===== config.mk =====
export PLATFORM = sky130hd
export DESIGN_NAME = fetch_unit
export DESIGN_NICKNAME = d
export VERILOG_FILES = /design/src/rtl/fetch_unit_pkg.sv /design/src/rtl/fetch_next_pc.sv /design/src/rtl/fetch_unit.sv
export SDC_FILE = /design/constraint.sdc
export NUM_CORES = 1
export LEC_CHECK = 0
export BUFFER_PORTS_ARGS = -buffer_cell sky130_fd_sc_hd__buf_2
export CAP_MARGIN = 25
export CORE_UTILIZATION = 35
export DETAILED_ROUTE_END_ITERATION = 8
export GPL_ROUTABILITY_DRIVEN = 0
export PLACE_DENSITY = 0.64
export SLEW_MARGIN = 20
export SYNTH_ARGS = -nofsm -noshare
export SYNTH_HDL_FRONTEND = slang
export SYNTH_SLANG_ARGS = --single-unit

===== constraint.sdc =====
create_clock -name clk -period 3.5 [get_ports clk]
set_input_delay 0.175 -clock clk [delete_from_list [all_inputs] [get_ports clk]]
set_output_delay 0.175 -clock clk [all_outputs]
set_load 0.01 [all_outputs]

===== src/rtl/fetch_unit_pkg.sv =====
// Shared types and constants for the fetch stage: FSM states, fault codes,
// trap encodings and the byte-to-word address shift.
package fetch_unit_pkg;

    typedef enum logic [1:0] {
        ST_RUN   = 2'd0,
        ST_HALT  = 2'd1,
        ST_FAULT = 2'd2
    } fetch_state_e;

    localparam logic [1:0] CAUSE_NONE     = 2'b00;
    localparam logic [1:0] CAUSE_MISALIGN = 2'b01;
    localparam logic [1:0] CAUSE_RANGE    = 2'b10;

    localparam logic [31:0] INSN_ECALL  = 32'h0000_0073;
    localparam logic [31:0] INSN_EBREAK = 32'h0010_0073;

    localparam int unsigned WORD_SHIFT = 2;

    function automatic logic is_trap(input logic [31:0] insn);
        return (insn == INSN_ECALL) || (insn == INSN_EBREAK);
    endfunction

endpackage


===== src/rtl/fetch_next_pc.sv =====
// Combinational next-PC evaluator: applies redirect, trap and range rules in
// priority order and reports whether the current instruction retires.
module fetch_next_pc
    import fetch_unit_pkg::*;
#(
    parameter int MEM_WORDS = 64
) (
    input  fetch_state_e i_state,
    input  logic         i_stall,
    input  logic         i_redirect,
    input  logic [31:0]  i_redirect_target,
    input  logic [31:0]  i_inst,
    input  logic [31:0]  i_pc,
    input  logic [1:0]   i_cause,
    output logic [31:0]  o_next_pc,
    output fetch_state_e o_next_state,
    output logic [1:0]   o_next_cause,
    output logic         o_retire
);

    // Range checks are 33 bits wide so pc+4 or a huge target never wraps back in.
    localparam logic [32:0] LIMIT = 33'(4 * MEM_WORDS);

    logic [32:0] w_pc_inc;
    logic [32:0] w_target_ext;

    assign w_pc_inc     = {1'b0, i_pc} + 33'd4;
    assign w_target_ext = {1'b0, i_redirect_target};

    always_comb begin
        o_next_pc    = i_pc;
        o_next_state = i_state;
        o_next_cause = i_cause;
        o_retire     = 1'b0;
        if (i_state == ST_RUN && !i_stall) begin
            if (i_redirect) begin
                if (i_redirect_target[1:0] != 2'b00) begin
                    o_next_state = ST_FAULT;
                    o_next_cause = CAUSE_MISALIGN;
                end else if (w_target_ext >= LIMIT) begin
                    o_next_state = ST_FAULT;
                    o_next_cause = CAUSE_RANGE;
                end else begin
                    o_next_pc = i_redirect_target;
                    o_retire  = 1'b1;
                end
            end else if (is_trap(i_inst)) begin
                o_next_state = ST_HALT;
            end else if (w_pc_inc >= LIMIT) begin
                o_next_state = ST_FAULT;
                o_next_cause = CAUSE_RANGE;
            end else begin
                o_next_pc = w_pc_inc[31:0];
                o_retire  = 1'b1;
            end
        end
    end

endmodule


===== src/rtl/fetch_unit.sv =====
// Fetch stage top: architectural PC, FSM state, fault cause and retire counter
// registers around the combinational next-PC evaluator.
module fetch_unit
    import fetch_unit_pkg::*;
#(
    parameter logic [31:0] RESET_PC  = 32'h0000_0000,
    parameter int          MEM_WORDS = 64
) (
    input  logic        clk,
    input  logic        rst,
    input  logic        stall,
    input  logic        redirect,
    input  logic [31:0] redirect_target,
    output logic [5:0]  imem_addr,
    input  logic [31:0] imem_data,
    output logic [31:0] pc,
    output logic [31:0] inst,
    output logic        inst_valid,
    output logic        halted,
    output logic        fault,
    output logic [1:0]  fault_cause,
    output logic [31:0] retire_count
);

    fetch_state_e r_state;
    logic [31:0]  r_pc;
    logic [1:0]   r_cause;
    logic [31:0]  r_count;

    fetch_state_e w_next_state;
    logic [31:0]  w_next_pc;
    logic [1:0]   w_next_cause;
    logic         w_retire;

    fetch_next_pc #(
        .MEM_WORDS(MEM_WORDS)
    ) u_next_pc (
        .i_state          (r_state),
        .i_stall          (stall),
        .i_redirect       (redirect),
        .i_redirect_target(redirect_target),
        .i_inst           (imem_data),
        .i_pc             (r_pc),
        .i_cause          (r_cause),
        .o_next_pc        (w_next_pc),
        .o_next_state     (w_next_state),
        .o_next_cause     (w_next_cause),
        .o_retire         (w_retire)
    );

    always_ff @(posedge clk) begin
        if (rst) begin
            r_pc    <= RESET_PC;
            r_state <= ST_RUN;
            r_cause <= CAUSE_NONE;
            r_count <= '0;
        end else begin
            r_pc    <= w_next_pc;
            r_state <= w_next_state;
            r_cause <= w_next_cause;
            if (w_retire) begin
                r_count <= r_count + 32'd1;
            end
        end
    end

    assign imem_addr    = r_pc[WORD_SHIFT +: 6];
    assign pc           = r_pc;
    assign inst         = imem_data;
    assign inst_valid   = (r_state == ST_RUN) && !rst;
    assign halted       = (r_state == ST_HALT);
    assign fault        = (r_state == ST_FAULT);
    assign fault_cause  = r_cause;
    assign retire_count = r_count;

endmodule

---- Yosys cells after proc, flatten, opt, wreduce, memory -nomap -nowiden ----
Cells that the tools add are included.
operators by class
  add/subtract/negate cells ............... 2
  magnitude comparators ................... 2
  equality and inequality tests ........... 9
  muxes and demuxes ....................... 19
  reductions and logical operators ........ 12
operators by type and width
  cell                   number
  $mux 32                5
  $add 32x3->33 const B  1
  $ge 33x9->1 const B    1
  $add 32x1->32 const B  1
  $eq 32x21->1 const B   1
  $eq 32x7->1 const B    1
  $ge 32x9->1 const B    1
  $mux 2                 8
  $ne 2x2->1 const B     4
  $mux 1                 6
  $reduce_and 5->1       1
  $reduce_and 4->1       1
  $reduce_bool 2->1      2
  $ne 3x1->1 const B     1
  $reduce_and 3->1       1
  $reduce_bool 3->1      1
  $eq 2x1->1 const B     1
  $eq 2x2->1 const B     1
  $logic_and 1x1->1      2
  $logic_not 1->1        2
  $logic_not 2->1        1
  $logic_or 1x1->1       1
word-level totals
  bits in registers ....................... 68
  input bits .............................. 68
  output and inout bits ................... 107
  logic and storage cells ................. 48

---- Longest topological paths before layout ----
Gate-level depths: netlist (run 1).
  depth after elaboration ................. 6
  gate-level depth with buffers ........... 12
  gate-level depth less buffers ........... 9

---- Cells and area by module ----
From an unflattened synthesis (run 1), not the netlist that was laid out.
second synthesis, totals
  cells, all modules ...................... 518
  area, all modules ....................... 4285.4 µm²
modules (own cells, without submodules)
  module         instances  cells an instance  area each (µm²)  sequential area each (µm²)
  fetch_unit     1          293                2781.4           1361.3
  fetch_next_pc  1          225                1503.9           0.0

---- Worst setup path before layout (run 1) ----
No wires, ideal clock.
  path kind ............................... flip-flop to flip-flop
  start point ............................. reg r_pc[4], in the netlist pc[4]
  end point ............................... reg r_count[3], in the netlist retire_count[3]
  library setup time ...................... 0.070 ns
  data arrival time ....................... 2.750 ns
  data required time ...................... 3.430 ns
  path slack .............................. 0.679 ns
  cell stages (with the launch flop) ...... 10
  buffers on the path ..................... 1
  clock period less this slack ............ 2.821 ns
  path through ............................ dfxtp_1 > nand4_4 > or4_1 > o31ai_1 > nand4_1 > a22oi_2 > a41oi_4 > clkbuf_2 > or4_1 > a21oi_1
between the ends
  word-level cells in the longest chain between the ends .. 6
RTL lines
  what                    RTL line             source
  start, declared         fetch_unit.sv:26     logic [31:0] r_pc;
  start signal, assigned  fetch_unit.sv:58     r_pc <= w_next_pc;
  $add 32x3->33           fetch_next_pc.sv:27  assign w_pc_inc = {1'b0, i_pc} + 33'd4;
  $ge 33x9->1             fetch_next_pc.sv:49  end else if (w_pc_inc >= LIMIT) begin
  $mux 1                  fetch_next_pc.sv:49
  $mux 1                  fetch_next_pc.sv:47  end else if (is_trap(i_inst)) begin
  $mux 1                  fetch_next_pc.sv:36  if (i_redirect) begin
  $mux 1                  fetch_next_pc.sv:35  if (i_state == ST_RUN && !i_stall) begin
  end signal, assigned    fetch_unit.sv:62     r_count <= r_count + 32'd1;
  end, declared           fetch_unit.sv:28     logic [31:0] r_count;
Every way passes these cells.
A chain may end at the register's enable or synchronous reset.

---- Worst setup path in the final report (run 1) ----
  start point ............................. reg r_pc[5], in the netlist pc[5]
  end point ............................... reg r_count[29], in the netlist retire_count[29]
Same word-level chain as after synthesis.

==> out/metrics.cfg, run 1 <==
[grt]
antenna_found_initial = 0
grt_pass1_wl_um = 17850
grt-ovfl-total = 0
grt_max_degree = 63
grt_pass1_vias = 3578
grt_usage_pct = 19.39

[placement]
placedCellCount = 732
hpwl_um = 8616
io_buffers = 172

[cts]
cts_root_buffer = clkbuf_16
cts_tree = yes
clkTransAtPathRegs_ns = 0.06
cts.sinks = 68
cts_setup_buffers = 0
clockBufferDepth = 2
htreeDepth = 3
clk_latency_ns = 0.32
cts_made_buffers = 9
ctsHoldBuffers = 0
cts_resized = 0

[synth]
syn_nets = 548
yosysSeqAreaShare_pct = 34.21
synth_seq_cells = 68
avgSynthCellArea_um2 = 8.324
ys_types = 52
synth_area_mm2 = 0.003979
synth_edf_count = 0
netlist_instances = 478
yosysWarningCount = 0
synthFlopType = dfxtp_1
async_reset_ff_share_pct = 0

[power]
clockPowerShare_pct = 49.2
p_sw_share_pct = 22.79
switching_power_w = 0.0004222
power_w = 0.001853
internal_power_w = 0.001430
ir_worst_vdd_mv = 0.1885
powerDensity_mw_per_mm2 = 371.7
pwr-share-comb_pct = 8.0
pwr-share-seq_pct = 42.8
leakage_nw = 2.135

[die]
row_count = 38
pin_count = 175
dieHeight_um = 108.6
fp.dieW_um = 108.6
core_region_area_mm2 = 0.01094
die_area_mm2 = 0.01180
start_util_pct = 36.38

[run_status]
status = finished clean

[critical_path]
endpoint_kind = flop
cp.depth = 9
crit_family = simple AND/OR/NAND/NOR gates
crit_top_cell = or4_1
worstPathArrival_ns = 3.42
criticalPathCategory = reg2reg
cp_max_fo = 62
start_kind = flop
path_cells = nand4_4 -> or4_1 -> o31ai_1 -> nand4_1 -> a22oi_2 -> a41oi_4 -> buf_12 -> or4_1 -> a21oi_1
reg2reg_setup_slack_ns = 0.33
critPathRequiredTime_ns = 3.75
worst-path-buf-inv = 1
worst-r2r-cell-count = 9
max_stage_delay_ns = 0.56
crit_slowest_cell = or4_1

[layout]
final_nets = 673
final_common_cell = buf_2
syn_to_final_growth_pct = 25.25
antenna-diode-count = 0
layout.cells.non_filler = 747
final_core_util_pct = 45.57
drive_gt1_share_pct = 34.76
final_cell_mix = buf_2 (172), dfxtp_1 (68), a21oi_1 (39)

[sta]
fin_skew_ns = 0.007822
finalMaxSlewViolations = 0
fmax_mhz = 315.2
fin_setup_tns_ns = 0
hold_viol = 0
holdWs_ns = 0.1400
finalCriticalPeriod_ns = 3.172
rsz0062_at_grt = false
slew_headroom_pct = 60.82
worstMarginPinSlew_ns = 0.5827
fin_crit_sh_pct = 90.63
finalSetupViolCount = 0

[route]
vias = 4110
drt_iter0_drc = 192
drc_errors = 0
wl_met1_um = 5009
met2_length_um = 5731
dr.max_layer_used = met4
wl_met3_um = 683
via_per_inst = 5.502
ant_nets = 0
dr.pass1.iters = 4
wl_um = 11530
drt-wirelength-per-cell_um = 15.43

[run]
drv_cap = 0

[hold_path]
holdPathStages = 3
hp-class = in2reg

==> registers in the layout (all words and copies together) (netlist names) <==
signal,cells
r_state,2
pc,32
fault_cause,2
retire_count,32
==> Yosys cell counts, types with 7 or more instances <==
cell / number / area share [%]
dfxtp_1: 68 / 34
buf_4: 40 / 7.5
a21oi_1: 39 / 4.9
nand3_1: 31 / 3.9
o31ai_1: 31 / 5.8
nand2_1: 29 / 2.7
and2_1: 28 / 4.4
or4_1: 28 / 5.3
and3_1: 18 / 2.8
clkbuf_1: 18 / 1.7
nand4_1: 17 / 2.7
nor2_1: 15 / 1.4
nor4_1: 12 / 1.9
nor3_1: 9 / 1.1
or3_1: 8 / 1.3
inv_1: 7 / 0.66
o21ai_0: 7 / 0.88
xor2_1: 7 / 1.5
==> metrics by stage <==
stage	worst slack, ns	area [um^2]
after floorplan	0.6792	3979
after CTS	0.3453	4984
after global placement	0.4935	4682
final	0.3279	4984
after global routing	0.1545	4984
after detailed placement	0.3569	4682
==> layout make-up <==
class / instances / area, um^2
clock buffer: 11 / 252.7
clock inverter: 4 / 48.80
fill: 1106 / 5952
inverter: 7 / 26.28
multi-input combinational: 336 / 2178
sequential: 68 / 1361
tap: 140 / 175.2
timing repair buffer: 181 / 940.9
==> power by group through the flow <==
stage,logic [W],clock network [W],registers (W)
5_1_grt,0.000167,0.000974,0.000792
4_1_cts,0.000150,0.000937,0.000792
3_3_place_gp,0.000148,0,0.000808
6_report,0.000148,0.000912,0.000792
2_1_floorplan,0.0000941,0,0.000808
3_5_place_dp,0.000150,0,0.000809
==> layer usage <==
metal  global-route usage, %  vias to the layer above
met3                   4.423                        8
li1                        -                     2030
met4                   5.792                        0
met2                   34.04                      146
met5                       0                        -
met1                   23.45                     1926
==> final timing paths <==
check / from / endpoint
worst min register to register: retire_count[17] / retire_count[17]
worst max register to register: pc[5] / retire_count[29]
worst min-delay path: redirect_target[2] / pc[2]
worst max-delay path: pc[5] / retire_count[29]
==> cell families (layout without fill, tap and decap cells) <==
kind of cell,count (synthesis),count (layout),share of synthesized area [%]
fa+ha+maj,2,2,0.6288
simple gates,216,216,33.08
mux,4,4,1.038
compound gates,105,105,18.02
flops,68,68,34.21
buf+inv,74,203,11.04
xor+xnor,9,9,1.981
==> tightest hold or removal path, stage by stage <==
cell,delay (ns)
buf_2,0.09
nand3_1,0.07
a31oi_1,0.06
No activity file was read; power rests on OpenSTA's default activity.
==> run 2: changes to the inputs <==
- clock period: 3.5 -> 3.75 ns (I/O delays scaled with it)
==> run 2 against run 1 <==
Against the previous run:
- clock power shrank 18%
- final cell count fell by 0.67%
- hold slack better by 0.022 ns
- critical path type unchanged
- largest cell class unchanged
- highest routed layer unchanged
==> out/metrics.cfg, run 2 (synthesis gave the netlist of run 1 again) <==
[cts]
cts.sinks = 68  ; unchanged
cts_root_buffer = clkbuf_16
htreeDepth = 3  ; unchanged
clkTransAtPathRegs_ns = 0.06  ; about the same
clk_latency_ns = 0.33  ; about the same
cts_setup_buffers = 0  ; unchanged
cts_tree = yes
cts_resized = 0  ; unchanged
ctsHoldBuffers = 0  ; unchanged
cts_made_buffers = 9  ; unchanged
clockBufferDepth = 2  ; unchanged

[critical_path]
cp_max_fo = 62  ; unchanged
reg2reg_setup_slack_ns = 0.40  ; +0.07 ns
start_kind = flop
worst-path-buf-inv = 1  ; unchanged
crit_slowest_cell = or4_1
crit_family = simple AND/OR/NAND/NOR gates
reg2reg_to = retire_count[29]
path_cells = nand4_4 -> or4_1 -> o31ai_1 -> nand4_1 -> a22oi_2 -> a41oi_4 -> buf_4 -> or4_1 -> a21oi_1
endpoint_kind = flop
max_stage_delay_ns = 0.58  ; +0.02 ns
timing.rr.start = pc[5]
worstPathArrival_ns = 3.60  ; +0.18 ns
crit_top_cell = or4_1
worst-r2r-cell-count = 9  ; unchanged
critPathRequiredTime_ns = 4.00  ; +0.25 ns
criticalPathCategory = reg2reg

[route]
met2_length_um = 5715  ; -0.28%
dr.max_layer_used = met4
ant_nets = 0  ; unchanged
vias = 4076  ; -0.83%
via_per_inst = 5.493  ; -0.16%
drt_iter0_drc = 126  ; -34%
drt-wirelength-per-cell_um = 15.50  ; +0.42%
wl_met1_um = 4924  ; -1.7%
drc_errors = 0  ; unchanged
wl_met3_um = 707  ; +3.5%
dr.pass1.iters = 4  ; unchanged
wl_um = 11500  ; -0.25%

[power]
powerDensity_mw_per_mm2 = 332.3  ; -11%
ir_worst_vdd_mv = 0.1637  ; -13%
leakage_nw = 2.082  ; -2.5%
power_w = 0.001627  ; -12%

[die]
row_count = 38  ; unchanged
start_util_pct = 36.38  ; unchanged
die_area_mm2 = 0.01180  ; unchanged
pin_count = 175  ; unchanged
fp.dieW_um = 108.6  ; unchanged
dieHeight_um = 108.6  ; unchanged
core_region_area_mm2 = 0.01094  ; unchanged

[hold_path]
holdPathStages = 3  ; unchanged
hold_start = redirect_target[2]
hp-class = in2reg
min_to = pc[2]

[layout]
drive_gt1_share_pct = 34.05  ; -0.71 points
syn_to_final_growth_pct = 23.08
final_common_cell = buf_2
layout.cells.non_filler = 742  ; -0.67%
final_nets = 669  ; -0.59%
final_cell_mix = buf_2 (172), dfxtp_1 (68), a21oi_1 (39)
nFillCells = 1106  ; unchanged
antenna-diode-count = 0  ; unchanged

[sta]
fin_setup_tns_ns = 0  ; unchanged
hold_viol = 0  ; unchanged
finalMaxSlewViolations = 0  ; unchanged
slew_headroom_pct = 41.65  ; -19 points
holdWs_ns = 0.1617  ; +0.02171 ns
rsz0062_at_grt = false
worstMarginPinSlew_ns = 0.8753  ; +0.2926 ns
fmax_mhz = 298.1  ; -5.4%
fin_skew_ns = 0.009633  ; +0.001810 ns
finalCriticalPeriod_ns = 3.355  ; +0.1825 ns
finalSetupViolCount = 0  ; unchanged
fin_crit_sh_pct = 89.46  ; -1.2 points

[grt]
grt_usage_pct = 19.59  ; +0.20 points
antenna_found_initial = 0  ; unchanged
grt_pass1_wl_um = 18050  ; +1.1%
grt-ovfl-total = 0  ; unchanged
grt_pass1_vias = 3651  ; +2.0%
grt_max_degree = 63  ; unchanged

[placement]
placedCellCount = 728  ; -0.55%
hpwl_um = 8336  ; -3.2%
io_buffers = 172  ; unchanged

[run_status]
status = finished clean

[run]
drv_cap = 0  ; unchanged

==> run 2: cell count changes in the layout (fill, tap and decap cells not counted), sizes merged <==
cell / previous run / this run
clkinvlp: 0 / 2
buf: 181 / 177
bufinv: 1 / 0
clkbuf: 11 / 10
clkinv: 3 / 2
==> run 2: metrics by stage <==
step	instance area, um^2	setup WS [ns]	util (%)
after global placement	4639	0.5645	42.43
after global routing	4897	0.1895	44.78
after detailed placement	4639	0.4182	42.43
final	4897	0.3954	44.78
after floorplan	3979	0.9292	-
after CTS	4897	0.4063	44.78
==> run 2: worst max-delay path by stage <==
stage          startpoint          endpoint  cells after the start
2_1_floorplan       pc[4]   retire_count[3]                      9
3_3_place_gp        pc[5]  retire_count[26]                      9
3_5_place_dp        pc[5]  retire_count[29]                      9
4_1_cts             pc[5]  retire_count[29]                      9
5_1_grt             pc[5]  retire_count[30]                      9
6_report            pc[5]  retire_count[29]                      9
==> run 2: tightest hold or removal path, stage by stage <==
cell	delay [ns]
buf_2	0.10
nand3_1	0.08
a31oi_1	0.07
==> run 2: layout make-up <==
class	count	area, um^2	share of cell area, %
clock inverter	4	28.78	0.5876
tap	140	175.2	3.577
sequential	68	1361	27.80
clock buffer	10	229.0	4.676
multi-input combinational	336	2178	44.48
timing repair buffer	177	898.4	18.34
inverter	7	26.28	0.5365
==> run 2: metal layers <==
metal | global-route usage, % | vias up
li1 | - | 2017
met1 | 23.76 | 1902
met2 | 33.91 | 142
met3 | 4.722 | 15
met4 | 6.371 | 0
met5 | 0 | -
==> run 2: where the power goes <==
part | leakage (nW) | switching, W | internal, W
Clock | 0.120 | 0.000312 | 0.000440
Sequential | 0.549 | 0.00000955 | 0.000729
Combinational | 1.41 | 0.0000780 | 0.0000592
